==> src/rtl/systolic_job_dispatcher.sv <==
// systolic_job_dispatcher
// Host-side initiator for the systolic matmul controller start/done handshake.
// Buffers job descriptors in a small FIFO, presents the head job on the held
// cfg_* bus, launches with a start pulse, acknowledges done with a second
// start pulse and returns per-job status on a valid/ready port.
// Optional watchdog: define DISPATCH_TIMEOUT_EN to abort jobs whose done
// never arrives within TIMEOUT cycles.
//
// state       | meaning
// ------------+--------------------------------------------------------
// S_IDLE      | waiting for a queued job and no unconsumed status
// S_LOAD      | head job popped into cfg_*, busy asserted
// S_LAUNCH    | start pulse, cycle counter and error latch cleared
// S_WAIT_DONE | counting cycles, latching err_found, waiting for done
// S_ACK       | acknowledge start pulse
// S_WAIT_CLR  | waiting for the controller to drop done
// S_REPORT    | status registers loaded, sts_valid raised
module systolic_job_dispatcher #(
    parameter int DIM_W   = 8,
    parameter int ADDR_W  = 16,
    parameter int DEPTH   = 4,
    parameter int ID_W    = 4,
    parameter int CNT_W   = 24,
    parameter int TIMEOUT = 1000000
) (
    input  logic              clk,
    input  logic              rst_n,
    input  logic              job_valid,
    output logic              job_ready,
    input  logic [ID_W-1:0]   job_id,
    input  logic [DIM_W-1:0]  job_m,
    input  logic [DIM_W-1:0]  job_n,
    input  logic [DIM_W-1:0]  job_k,
    input  logic [ADDR_W-1:0] job_bai1,
    input  logic [ADDR_W-1:0] job_bai2,
    input  logic [ADDR_W-1:0] job_bao,
    output logic [DIM_W-1:0]  cfg_m,
    output logic [DIM_W-1:0]  cfg_n,
    output logic [DIM_W-1:0]  cfg_k,
    output logic [ADDR_W-1:0] cfg_bai1,
    output logic [ADDR_W-1:0] cfg_bai2,
    output logic [ADDR_W-1:0] cfg_bao,
    output logic              start,
    input  logic              done,
    input  logic              err_found,
    output logic              busy,
    output logic              sts_valid,
    input  logic              sts_ready,
    output logic [ID_W-1:0]   sts_id,
    output logic              sts_err,
    output logic              sts_timeout,
    output logic [CNT_W-1:0]  sts_cycles
);

    localparam int PW = $clog2(DEPTH);
    localparam logic [CNT_W-1:0] TIMEOUT_C = CNT_W'(TIMEOUT);

    typedef enum logic [2:0] {
        S_IDLE, S_LOAD, S_LAUNCH, S_WAIT_DONE, S_ACK, S_WAIT_CLR, S_REPORT
    } state_t;

    typedef struct packed {
        logic [ID_W-1:0]   id;
        logic [DIM_W-1:0]  m;
        logic [DIM_W-1:0]  n;
        logic [DIM_W-1:0]  k;
        logic [ADDR_W-1:0] bai1;
        logic [ADDR_W-1:0] bai2;
        logic [ADDR_W-1:0] bao;
    } desc_t;

    state_t           state_q, state_d;
    desc_t            mem [DEPTH];
    desc_t            head;
    logic [PW:0]      wr_ptr, rd_ptr;
    logic             full, empty, push, pop;
    logic [ID_W-1:0]  cur_id;
    logic [CNT_W-1:0] cnt_q, cnt_d, cnt_inc;
    logic             err_q, err_d;
    logic             to_q, to_d;
    logic             sts_load;

    assign empty     = (wr_ptr == rd_ptr);
    assign full      = (wr_ptr[PW] != rd_ptr[PW]) && (wr_ptr[PW-1:0] == rd_ptr[PW-1:0]);
    assign job_ready = !full;
    assign push      = job_valid && !full;
    assign head      = mem[rd_ptr[PW-1:0]];

`ifndef DISPATCH_TIMEOUT_EN
    // The watchdog limit has no consumer when the watchdog is compiled out.
    logic unused_timeout;
    assign unused_timeout = ^TIMEOUT_C;
`endif

    // Next-state and datapath-next logic for the dispatch sequence.
    always_comb begin
        state_d  = state_q;
        pop      = 1'b0;
        cnt_d    = cnt_q;
        err_d    = err_q;
        to_d     = to_q;
        sts_load = 1'b0;
        cnt_inc  = (&cnt_q) ? cnt_q : cnt_q + CNT_W'(1);
        case (state_q)
            S_IDLE: begin
                if (!empty && !sts_valid) begin
                    pop     = 1'b1;
                    state_d = S_LOAD;
                end
            end
            S_LOAD:   state_d = S_LAUNCH;
            S_LAUNCH: begin
                cnt_d   = '0;
                err_d   = 1'b0;
                to_d    = 1'b0;
                state_d = S_WAIT_DONE;
            end
            S_WAIT_DONE: begin
                cnt_d = cnt_inc;
                err_d = err_q | err_found;
                // done wins over a watchdog expiry in the same cycle
                if (done) begin
                    state_d = S_ACK;
                end
`ifdef DISPATCH_TIMEOUT_EN
                else if (cnt_inc >= TIMEOUT_C) begin
                    to_d    = 1'b1;
                    state_d = S_ACK;
                end
`endif
            end
            S_ACK: begin
                // after a watchdog abort done may never drop, so skip the wait
                state_d = to_q ? S_REPORT : S_WAIT_CLR;
            end
            S_WAIT_CLR: begin
                if (!done) begin
                    state_d = S_REPORT;
                end
            end
            S_REPORT: begin
                sts_load = 1'b1;
                state_d  = S_IDLE;
            end
            default: state_d = S_IDLE;
        endcase
    end

    // State register and registered start/busy outputs.
    always_ff @(posedge clk or negedge rst_n) begin
        if (!rst_n) begin
            state_q <= S_IDLE;
            start   <= 1'b0;
            busy    <= 1'b0;
            cnt_q   <= '0;
            err_q   <= 1'b0;
            to_q    <= 1'b0;
        end else begin
            state_q <= state_d;
            start   <= (state_d == S_LAUNCH) || (state_d == S_ACK);
            busy    <= state_d inside {S_LOAD, S_LAUNCH, S_WAIT_DONE, S_ACK, S_WAIT_CLR};
            cnt_q   <= cnt_d;
            err_q   <= err_d;
            to_q    <= to_d;
        end
    end

    // Descriptor storage; contents are only meaningful between push and pop.
    always_ff @(posedge clk) begin
        if (push) begin
            mem[wr_ptr[PW-1:0]] <= '{id: job_id, m: job_m, n: job_n, k: job_k,
                                     bai1: job_bai1, bai2: job_bai2, bao: job_bao};
        end
    end

    // FIFO pointers with a wrap bit to tell full from empty.
    always_ff @(posedge clk or negedge rst_n) begin
        if (!rst_n) begin
            wr_ptr <= '0;
            rd_ptr <= '0;
        end else begin
            if (push) wr_ptr <= wr_ptr + 1'b1;
            if (pop)  rd_ptr <= rd_ptr + 1'b1;
        end
    end

    // Held configuration bus, updated only when a job is popped.
    always_ff @(posedge clk or negedge rst_n) begin
        if (!rst_n) begin
            cfg_m    <= '0;
            cfg_n    <= '0;
            cfg_k    <= '0;
            cfg_bai1 <= '0;
            cfg_bai2 <= '0;
            cfg_bao  <= '0;
            cur_id   <= '0;
        end else if (pop) begin
            cfg_m    <= head.m;
            cfg_n    <= head.n;
            cfg_k    <= head.k;
            cfg_bai1 <= head.bai1;
            cfg_bai2 <= head.bai2;
            cfg_bao  <= head.bao;
            cur_id   <= head.id;
        end
    end

    // Status port: loaded on report, held until the consumer takes it.
    always_ff @(posedge clk or negedge rst_n) begin
        if (!rst_n) begin
            sts_valid   <= 1'b0;
            sts_id      <= '0;
            sts_err     <= 1'b0;
            sts_timeout <= 1'b0;
            sts_cycles  <= '0;
        end else if (sts_load) begin
            sts_valid   <= 1'b1;
            sts_id      <= cur_id;
            sts_err     <= err_q | to_q;
            sts_timeout <= to_q;
            sts_cycles  <= cnt_q;
        end else if (sts_valid && sts_ready) begin
            sts_valid   <= 1'b0;
        end
    end

endmodule

==> config.mk <==
export PLATFORM = sky130hd
export DESIGN_NAME = systolic_job_dispatcher
export DESIGN_NICKNAME = d
export VERILOG_FILES = /design/src/rtl/systolic_job_dispatcher.sv
export SDC_FILE = /design/constraint.sdc
export NUM_CORES = 1
export LEC_CHECK = 0
export CAP_MARGIN = 30
export CORE_MARGIN = 3
export CORE_UTILIZATION = 56
export CTS_CLUSTER_DIAMETER = 60
export DETAILED_ROUTE_END_ITERATION = 16
export PLACE_DENSITY = 0.79
export SYNTH_ARGS = -nofsm -noshare
export SYNTH_HDL_FRONTEND = slang
export SYNTH_SLANG_ARGS = --single-unit
==> constraint.sdc <==
create_clock -name clk -period 3.4 [get_ports clk]
set_input_delay 0.51 -clock clk [delete_from_list [all_inputs] [get_ports clk]]
set_output_delay 0.51 -clock clk [all_outputs]
set_load 0.005 [all_outputs]
==> impl_results.md <==
* Area growth from synthesis to layout at 22.52%
* Reg2reg setup slack at 1070 ps
* Hpwl dp at 19.65 mm
* Multi-input gate area at 4010 um2
* Die area at 32,230 um2
* Via/cell ratio at 5.715
* Sequential share of power at 45.2%
* Worst-Margin Slew at 842.2 ps
* Final Critical Period at 2757 ps
* Clock buffer depth at 3
* Worst reg2reg path depth at 5
* Clock power share at 25.8%
* Register area at 12,690 um2
* Register area share after synthesis at 75.20%
* Fin. max-slew vios at 0
* Initial antenna violation count at 2
* FMAX at 362.7 MHz
* Hold Path Class: in -> async
* Status: complete, but fails checks
* Syn Area/Cell at 20.22 um2
* Worst Setup End Kind: output port
* Failing checks: negative hold slack
* Internal power at 12.95 mW
* WS Path Type: reg -> out
* Final Routed Wirelength at 32.59 mm
* Fraction of layout cells with a size suffix above 1 at 26.34%
* H-tree Lvls at 2
* DRC at 0
* Synth top area cells: edfxtp_1 54%, dfrtp_1 21%, mux4_2 10%, mux2_2 7.1%, xnor2_1 0.62%
* CORE AREA at 29,170 um2
* Number of enable flip-flop cells after synthesis at 304
* Critical Path End: job_ready
* Post-CTS Hold Fix Bufs at 0
* Switch Pwr at 4.865 mW
* Power density over the cells at 862.3 nW/um2
* Clock slew at reported path FFs at 60 ps
* Vias in the first global route at 9,185
* CTS resizes at 0
* Post-synth ARST share at 31.84%
* Setup TNS at 0 ps
* Comb power frac at 29.0%
* Area leader, netlist: edfxtp_1
* Post-synthesis cell count at 834
* P_leak at 7.399 nW
* Largest net degree at the start of global routing at 79
* Yosys top cell area share at 54.13%
* Share of the clock period used by the worst path after layout at 81.09%
* FILL cells at 1,841
* MaxCap Viol Count at 0
* Sw Share at 27.31%
* Average wire per standard cell at 22.22 um
* GP Congestion at 0.8152
* First-pass GRT wire length at 51.81 mm
* Clk sinks at 446
* Setup Buffers After CTS at 0
* Fin nets at 1,134
* Crit start category: register
* Critical Path Source: rd_ptr[1]
* Initial core utilization at 57.82%
* DRT antenna net count at 0
* Clk_lat worst skew at 530 ps
* Worst Path Max Fanout at 26
* CTS tree: built
* Synth warn at 0
* DP Worst Slack at 1075 ps
* CP arrival at 2250 ps
* Netlist Area Pre-Place at 16,860 um2
* Reg2reg end: cfg_bai1[1]
* Die H at 179.5 um
* Hold Slack at -8.396 ps
* Row cnt at 62
* Final-report setup violation count at 0
* Main synth FF type: edfxtp_1
* WP data required at 2890 ps
* Top-level port count at 188
* FF-to-FF Start: rd_ptr[1]
* DIE WIDTH at 179.5 um
* IR drop worst, VDD at 0.5950 mV
* GR Overflow Total at 0
* Worst Clk Skew at 8.959 ps
* CTS Buf Count at 44
* RSZ-0062 raised after global routing: no
* CTS root buf: clkbuf_16
* Seq cells post-synth at 446
* Slew margin rel. at 43.42%
* Via count at 8,384
* Gr usage total at 20.41%
* Post-synthesis net count at 922
* Initial drt markers at 738
* First-pass DRT Iterations at 5
* Final Hold Viols at 4
* Final WS setup at 642.8 ps
* Post-synth cell types at 55
* Port Buffer Count at 186
power groups by stage:
stage | Sequential, mW | Clock, mW | Combinational, mW
after global routing | 8.19 | 4.93 | 5.60
after floorplan | 7.96 | 0 | 3.16
after global placement | 8.08 | 0 | 5.13
after CTS | 8.07 | 4.70 | 5.30
after detailed placement | 8.15 | 0 | 5.27
final | 8.05 | 4.59 | 5.17
worst max-delay path, stage by stage, from the launching register on:
cell and delay, ps:
dfrtp_4 650, xnor2_1 270, nand3_1 230, clkdlybuf4s50_1 550
worst min-delay path by stage:
stage	start	to	depth (start not counted)
6_report	rst_n	cfg_m[4]	1
5_1_grt	rst_n	cfg_m[4]	1
4_1_cts	rst_n	cfg_m[2]	1
3_5_place_dp	rd_ptr[2]	rd_ptr[2]	1
3_3_place_gp	wr_ptr[2]	wr_ptr[2]	1
2_1_floorplan	rst_n	busy	0
cell usage in the layout (no fill, tap or decap), types with 4 or more instances in the layout:
cell             synthesis  layout
clkbuf_1                17      13
buf_12                   0       6
o31ai_1                  5       5
dfrtp_1                142     140
clkbuf_16                0      45
buf_4                    1      12
clkinv_2                 0      10
clkbuf_8                 1       6
xnor2_1                 12      12
nand4_1                  6       6
and3_4                   0       4
ha_1                     6       6
inv_1                    5       5
o21ai_0                  5       5
nand3_1                  9       9
edfxtp_1               304     304
nand2_1                 22      22
clkdlybuf4s50_1          0     185
nor2_1                  17      17
mux4_2                  76      76
or4_1                    6       6
xor2_1                   4       4
mux2_2                 107     107
and2_1                   4       4
a21oi_1                 18      18
sequential cells by signal, summed over array words and instances (netlist names), 4 cells and up:
name        cells
mem           304
cnt_q          24
sts_cycles     24
cfg_bai1       16
cfg_bai2       16
cfg_bao        16
cfg_k           8
cfg_m           8
cfg_n           8
cur_id          4
sts_id          4
per-layer routing:
layer,vias to the layer above,global-route usage [%],wire [um]
met1,4312,27.17,13230
li1,3756,-,-
met3,53,6.164,2683
met4,4,5.476,666
met2,259,33.46,15980
met5,-,0,31
cells by family after synthesis:
group	count (synthesis)	share of synthesized area (%)
flip-flops	446	75.20
multiplexers	184	17.35
AND/OR/NAND/NOR	94	3.249
AO/OA/AOI/OAI	44	1.677
buffers and inverters	43	1.224
XOR/XNOR	16	0.8309
adder cells (fa/ha/maj)	6	0.4451
other	1	0.02224
metrics by stage:
stage	utilization (%)	power [mW]	cells	area, um2
after floorplan	-	11.11	834	16860
after global routing	70.83	18.72	1466	20660
after CTS	70.83	18.07	1466	20660
after global placement	66.07	13.21	1384	19270
after detailed placement	66.07	13.41	1384	19270
final	70.84	17.82	1467	20660
final cells by class:
cell class	count	share of cell area, %
Timing Repair Buffer	204	10.03
Sequential cell	446	61.41
Antenna cell	1	0.01211
Multi-Input combinational cell	345	19.41
Clock buffer	64	6.086
Clock inverter	18	0.6298
Inverter	5	0.09083
Tap cell	384	2.325
synth_stat cells (all sizes together), types with 4 or more instances:
cell type  instances
nand4              7
nor3b              4
inv                5
a21oi             18
or3                4
nand3              9
clkbuf            18
o21ai              5
mux2             107
edfxtp           304
ha                 6
o31ai              5
or4                6
and2               4
xor2               4
nor2              17
xnor2             12
and3               5
mux4              76
dfrtp            142
buf               20
nand2             22
(Power assumes the default switching activity.)
